===== src/rtl/display_scan_ctrl.sv =====
// Digit-scan controller for the 4-digit 7-segment display: prescaled digit code plus active-low anodes
// with a dark gap after each digit change. Optional DISPLAY_SCAN_DIM_EN adds brilho brightness control.
module display_scan_ctrl #(
  parameter int DIV          = 50000,
  parameter int BLANK_CYCLES = 2
) (
  input  logic       clock,
  input  logic       reset,
  input  logic       enable,
  input  logic       freeze,
`ifdef DISPLAY_SCAN_DIM_EN
  input  logic [1:0] brilho,
`endif
  output logic       saida1Contador,
  output logic       saida2Contador,
  output logic [3:0] anodo,
  output logic       tick
);

  localparam int PW = (DIV > 1) ? $clog2(DIV) : 1;
  localparam int BW = (BLANK_CYCLES > 0) ? $clog2(BLANK_CYCLES + 1) : 1;
  localparam logic [PW-1:0] PRESC_LAST = PW'(DIV - 1);
  localparam logic [BW-1:0] BLANK_LOAD = BW'(BLANK_CYCLES);

  typedef enum logic [0:0] {
    ST_BLANK = 1'b0,
    ST_SCAN  = 1'b1
  } state_t;

  state_t          state_q, state_d;
  logic [PW-1:0]   presc_q, presc_d;
  logic [1:0]      digit_q, digit_d;
  logic [BW-1:0]   blank_q, blank_d;
  logic [3:0]      anodo_q, anodo_d;
  logic            tick_q, tick_d;
  logic            wrap_s;
  logic            lit_s;
`ifdef DISPLAY_SCAN_DIM_EN
  logic [21:0]     thr_s;
`endif

  // Next-state: prescaler, digit advance, blank gap and the anode pattern for the coming cycle
  always_comb begin
    state_d = state_q;
    presc_d = presc_q;
    digit_d = digit_q;
    blank_d = blank_q;
    tick_d  = 1'b0;
    wrap_s  = (presc_q == PRESC_LAST);
    if (!enable) begin
      state_d = ST_BLANK;
      blank_d = BLANK_LOAD;
    end else begin
      tick_d = wrap_s;
      if (wrap_s) begin
        presc_d = '0;
      end else begin
        presc_d = presc_q + PW'(1);
      end
      if (wrap_s && !freeze) begin
        digit_d = digit_q + 2'd1;
        if (BLANK_CYCLES == 0) begin
          state_d = ST_SCAN;
        end else begin
          state_d = ST_BLANK;
          blank_d = BLANK_LOAD;
        end
      end else if (state_q == ST_BLANK) begin
        // Last dark clock is the one where the counter still reads 1 (or 0 when blanking is off)
        if (blank_q <= BW'(1)) begin
          state_d = ST_SCAN;
          blank_d = '0;
        end else begin
          blank_d = blank_q - BW'(1);
        end
      end else begin
        state_d = state_q;
      end
    end
`ifdef DISPLAY_SCAN_DIM_EN
    thr_s = (22'(brilho) + 22'd1) * 22'(DIV / 4);
    lit_s = (state_d == ST_SCAN) && (22'(presc_d) < thr_s);
`else
    lit_s = (state_d == ST_SCAN);
`endif
    if (lit_s) begin
      anodo_d = ~(4'b0001 << digit_d);
    end else begin
      anodo_d = 4'b1111;
    end
  end

  // State and output registers with synchronous reset
  always_ff @(posedge clock) begin
    if (reset) begin
      state_q <= ST_BLANK;
      presc_q <= '0;
      digit_q <= 2'b00;
      blank_q <= BLANK_LOAD;
      anodo_q <= 4'b1111;
      tick_q  <= 1'b0;
    end else begin
      state_q <= state_d;
      presc_q <= presc_d;
      digit_q <= digit_d;
      blank_q <= blank_d;
      anodo_q <= anodo_d;
      tick_q  <= tick_d;
    end
  end

  assign saida1Contador = digit_q[1];
  assign saida2Contador = digit_q[0];
  assign anodo          = anodo_q;
  assign tick           = tick_q;

endmodule


===== config.mk =====
export PLATFORM = sky130hd
export DESIGN_NAME = display_scan_ctrl
export DESIGN_NICKNAME = d
export VERILOG_FILES = /design/src/rtl/display_scan_ctrl.sv
export SDC_FILE = /design/constraint.sdc
export NUM_CORES = 1
export LEC_CHECK = 0
export ABC_AREA = 1
export BUFFER_PORTS_ARGS = -buffer_cell sky130_fd_sc_hd__clkbuf_2
export CAP_MARGIN = 0
export CORE_ASPECT_RATIO = 0.6
export CORE_MARGIN = 2
export CORE_UTILIZATION = 30
export DETAILED_ROUTE_END_ITERATION = 10
export GPL_ROUTABILITY_DRIVEN = 1
export GPL_TIMING_DRIVEN = 0
export PLACE_DENSITY = 0.43
export SYNTH_ARGS = -nofsm -noshare
export SYNTH_HDL_FRONTEND = slang
export SYNTH_SLANG_ARGS = --single-unit

===== constraint.sdc =====
create_clock -name clock -period 1.9 [get_ports clock]
set_clock_uncertainty 0.2 [all_clocks]
set_input_delay 0.38 -clock clock [delete_from_list [all_inputs] [get_ports clock]]
set_output_delay 0.38 -clock clock [all_outputs]
set_load 0.02 [all_outputs]

==> results by group <==
Cells and area
  – Share of cells above drive strength 1: 15.0%
  – Fillers: roughly 460
  – Multi-input gate area: 701 um2
  – Syn-to-layout area delta: 14.2%
  – # nets final: approximately 210
  – Post-route cell area: between 1500 and 2000 um2
  – # diodes: 0
  – FF+latch area: 520 um2

Placement
  – Place WS: 0.124 ns
  – Placed cell areas: approximately 1400 um2
  – DP HPWL: approximately 2400 um
  – Final Wtd Congestion: about 0.85
  – IO Port Bufs: 9

Logic synthesis
  – Post-synth EDFFs: 0
  – Synth unique cells: 27
  – Main synth FF type: dfxtp_1
  – Post-Syn Nets: between 150 and 200
  – Ys async rst share: 0%
  – Syn avg cell area: roughly 6.8 um2
  – Post-synth top area cell: dfxtp_1
  – Synth top cells by count: nand2_1, nor2_1, dfxtp_1, inv_1, nand3_1
  – Post-Syn Area: 1320 um2
  – Post-synth top area share: around two fifths
  – Synthesized flop and latch total: 26
  – Yosys warnings: 0
  – Count leader, synth: nand2_1
  – Top cells by area, synth: dfxtp_1, nand2_1, nor2_1
  – Post-Syn Instances: slightly below 200
  – Register area share after synthesis: 39.3%

STA
  – Hold Vio Cnt, Final: 0
  – Setup_tns: 0 ns
  – Post-route worst setup slack: around 0.19 ns
  – Setup violators final: 0
  – Final max-slew violation count: 0
  – RSZ-0062 raised after global routing: false
  – Period utilisation layout: 89.8%
  – Tmin final: ~1.7 ns
  – Hold Slack: 0.262 ns
  – Worst-Margin Slew: 0.472 ns
  – Slew margin rel.: between 60% and 70%
  – Highest Clock Rate: just under 0.6 GHz

Floorplan
  – Ports: 11
  – Die outline area: between 4000 and 5000 um2
  – Die W: between 80 and 90 um
  – Rows: 18
  – Die Y: roughly 55 um
  – Core area: ~4200 um2
  – Initial Utilization: 31.8%

Worst setup path
  – Buf/Inv on CP: 2
  – Worst setup SP type: register
  – Reg2Reg Depth: 10
  – Slowest stage delay, CP: roughly 0.44 ns
  – Setup crit start: presc_q[0]$_SDFFE_PP0P_
  – Beginning of the worst register-to-register path: presc_q[0]$_SDFFE_PP0P_
  – CP most frequent cell: nand2_1
  – Crit path depth: 10
  – Critical path's slowest cell: dfxtp_1
  – Setup crit end kind: register
  – Crit Path Class: register to register
  – FF-to-FF End: anodo[0]$_SDFF_PP1_
  – Req. time, crit path: approximately 1.9 ns
  – Delay-heaviest family, CP: simple AND/OR/NAND/NOR gates
  – Critical Path AT: about 1.7 ns
  – Worst reg2reg setup slack: approximately 0.19 ns
  – Crit-path max FO: 5
  – Crit path to: anodo[0]$_SDFF_PP1_
  – CP Cell Sequence: ha_4 -> nand3_1 -> inv_1 -> nand2_1 -> nor2_2 -> nand3_1 -> nand2_1 -> nand2_1 -> inv_1 -> nand2_1

Clocking
  – # Post-CTS Setup Buffers: 0
  – Max Buffers Root-to-Sink: 2
  – TritonCTS clock tree: yes
  – CTS clk-pin slew, worst paths: 0.10 ns
  – H-Tree Depth: 1
  – Clk root buf: clkbuf_8
  – TritonCTS Buffers: 3
  – Clk_lat worst skew: around 0.28 ns
  – CTS Sinks: 26

Routing
  – # DRC: 0
  – Via count: roughly 1.2k
  – Wirelength per Cell: 11.2 um
  – DR vias/cell: between 4 and 5
  – Starting DRC count in detailed routing: 83
  – Post-route ant nets: 0
  – First-pass DRT Iterations: 4
  – Post-Route WL: approximately 3000 um

Power and ir drop
  – Power Density: 645 nW/um2
  – Worst VDD drop: 0.000193 V
  – P_leak: about 0.63 nW

Global routing
  – First-pass GRT wire length: around 5100 um
  – GRT overflow: 0
  – Vias in the first global route: about 1.1k
  – Pin count of the biggest net entering global routing: 15
  – Initial antenna violation count: 0
  – Tot GR Track Use: between 10% and 20%

Status
  – Status: completed

Worst hold path
  – Worst Hold Class: primary input to register

Flow run
  – Max-Cap Viols: 0
-- metrics by stage --
stage	std cells	total power, mW	util, %
3_3_place_gp	263	0.616	34.7
3_5_place_dp	263	0.618	34.7
4_1_cts	267	0.992	36.0
5_1_grt	267	1.03	36.3
2_1_floorplan	194	0.602	-
6_report	267	0.975	36.3
-- worst min-delay path, stage by stage --
cell and delay (ns):
clkbuf_2 0.09, inv_1 0.06, nand4_1 0.11, a21oi_1 0.07
-- power breakdown --
group,switching (mW),leakage (nW),internal [mW],total (mW)
sequential,0.00861,0.211,0.553,0.562
clock,0.181,0.0288,0.185,0.367
combinational,0.0292,0.387,0.0171,0.0463
-- cells in the final DEF, fill, tap and decap left out, types with 2 or more instances in the layout --
cell	Yosys	routed
xor2_1	3	3
clkbuf_2	0	9
o21ai_0	3	3
inv_1	26	26
a21oi_1	4	4
dfxtp_1	26	26
nand4_1	4	4
nand3_1	12	12
nand2_4	2	2
nor2_1	35	35
nor3b_1	2	2
nor2_2	5	5
clkbuf_8	0	4
nand2_2	2	2
nand2_1	47	47
nor2_4	2	2
nand3_2	2	2
nor3_1	8	8
-- layer usage --
layer	global-route usage (%)	vias to the layer above	routed length [um]
li1	-	632	-
met4	3.96	0	14
met2	15.9	27	1100
met5	0	-	0
met3	3.41	2	150
met1	21.0	518	1740
-- how the worst min path moves through the flow --
| stage | depth (start not counted) | startpoint | to |
|---|---|---|---|
| finish | 4 | freeze | digit_q[0]$_SDFF_PP0_ |
| global route | 4 | freeze | blank_q[1]$_SDFFE_PP1N_ |
| CTS | 4 | freeze | digit_q[0]$_SDFF_PP0_ |
| detailed placement | 2 | digit_q[1]$_SDFF_PP0_ | anodo[1]$_SDFF_PP1_ |
| global placement | 2 | blank_q[1]$_SDFFE_PP1N_ | blank_q[1]$_SDFFE_PP1N_ |
| floorplan | 2 | blank_q[1]$_SDFFE_PP1N_ | blank_q[1]$_SDFFE_PP1N_ |
-- repair_timing --
| action | 4_1_cts | 5_1_grt |
|---|---|---|
| endpoints found under the hold margin | 0 | 0 |
| resized for setup | 0 | 2 |
| hold buffers | 0 | 0 |
| endpoints found under the setup margin | 0 | 2 |
-- flip-flops by register name, indices dropped and copies added (netlist names) --
register / count
tick: 1
blank_q: 2
state_q: 1
presc_q: 16
anodo: 4
digit_q: 2
-- kinds of logic after synthesis --
group | after synthesis | share of synthesized area (%)
adders and majority gates | 1 | 0.945
xor gates and xnor gates | 3 | 1.99
and+or+nand+nor | 125 | 44.6
AOI/OAI and AO/OA | 10 | 4.44
DFF | 26 | 39.3
buffers and inverters | 29 | 8.70
-- layout make-up --
type	count	area share (%)
Inverter	27	6.87
Multi-Input combinational cell	139	46.4
Tap cell	60	4.97
Sequential cell	26	34.4
Buffer	2	0.745
Timing Repair Buffer	9	2.98
Clock buffer	4	3.64
No activity file was read; power rests on OpenSTA's default activity.
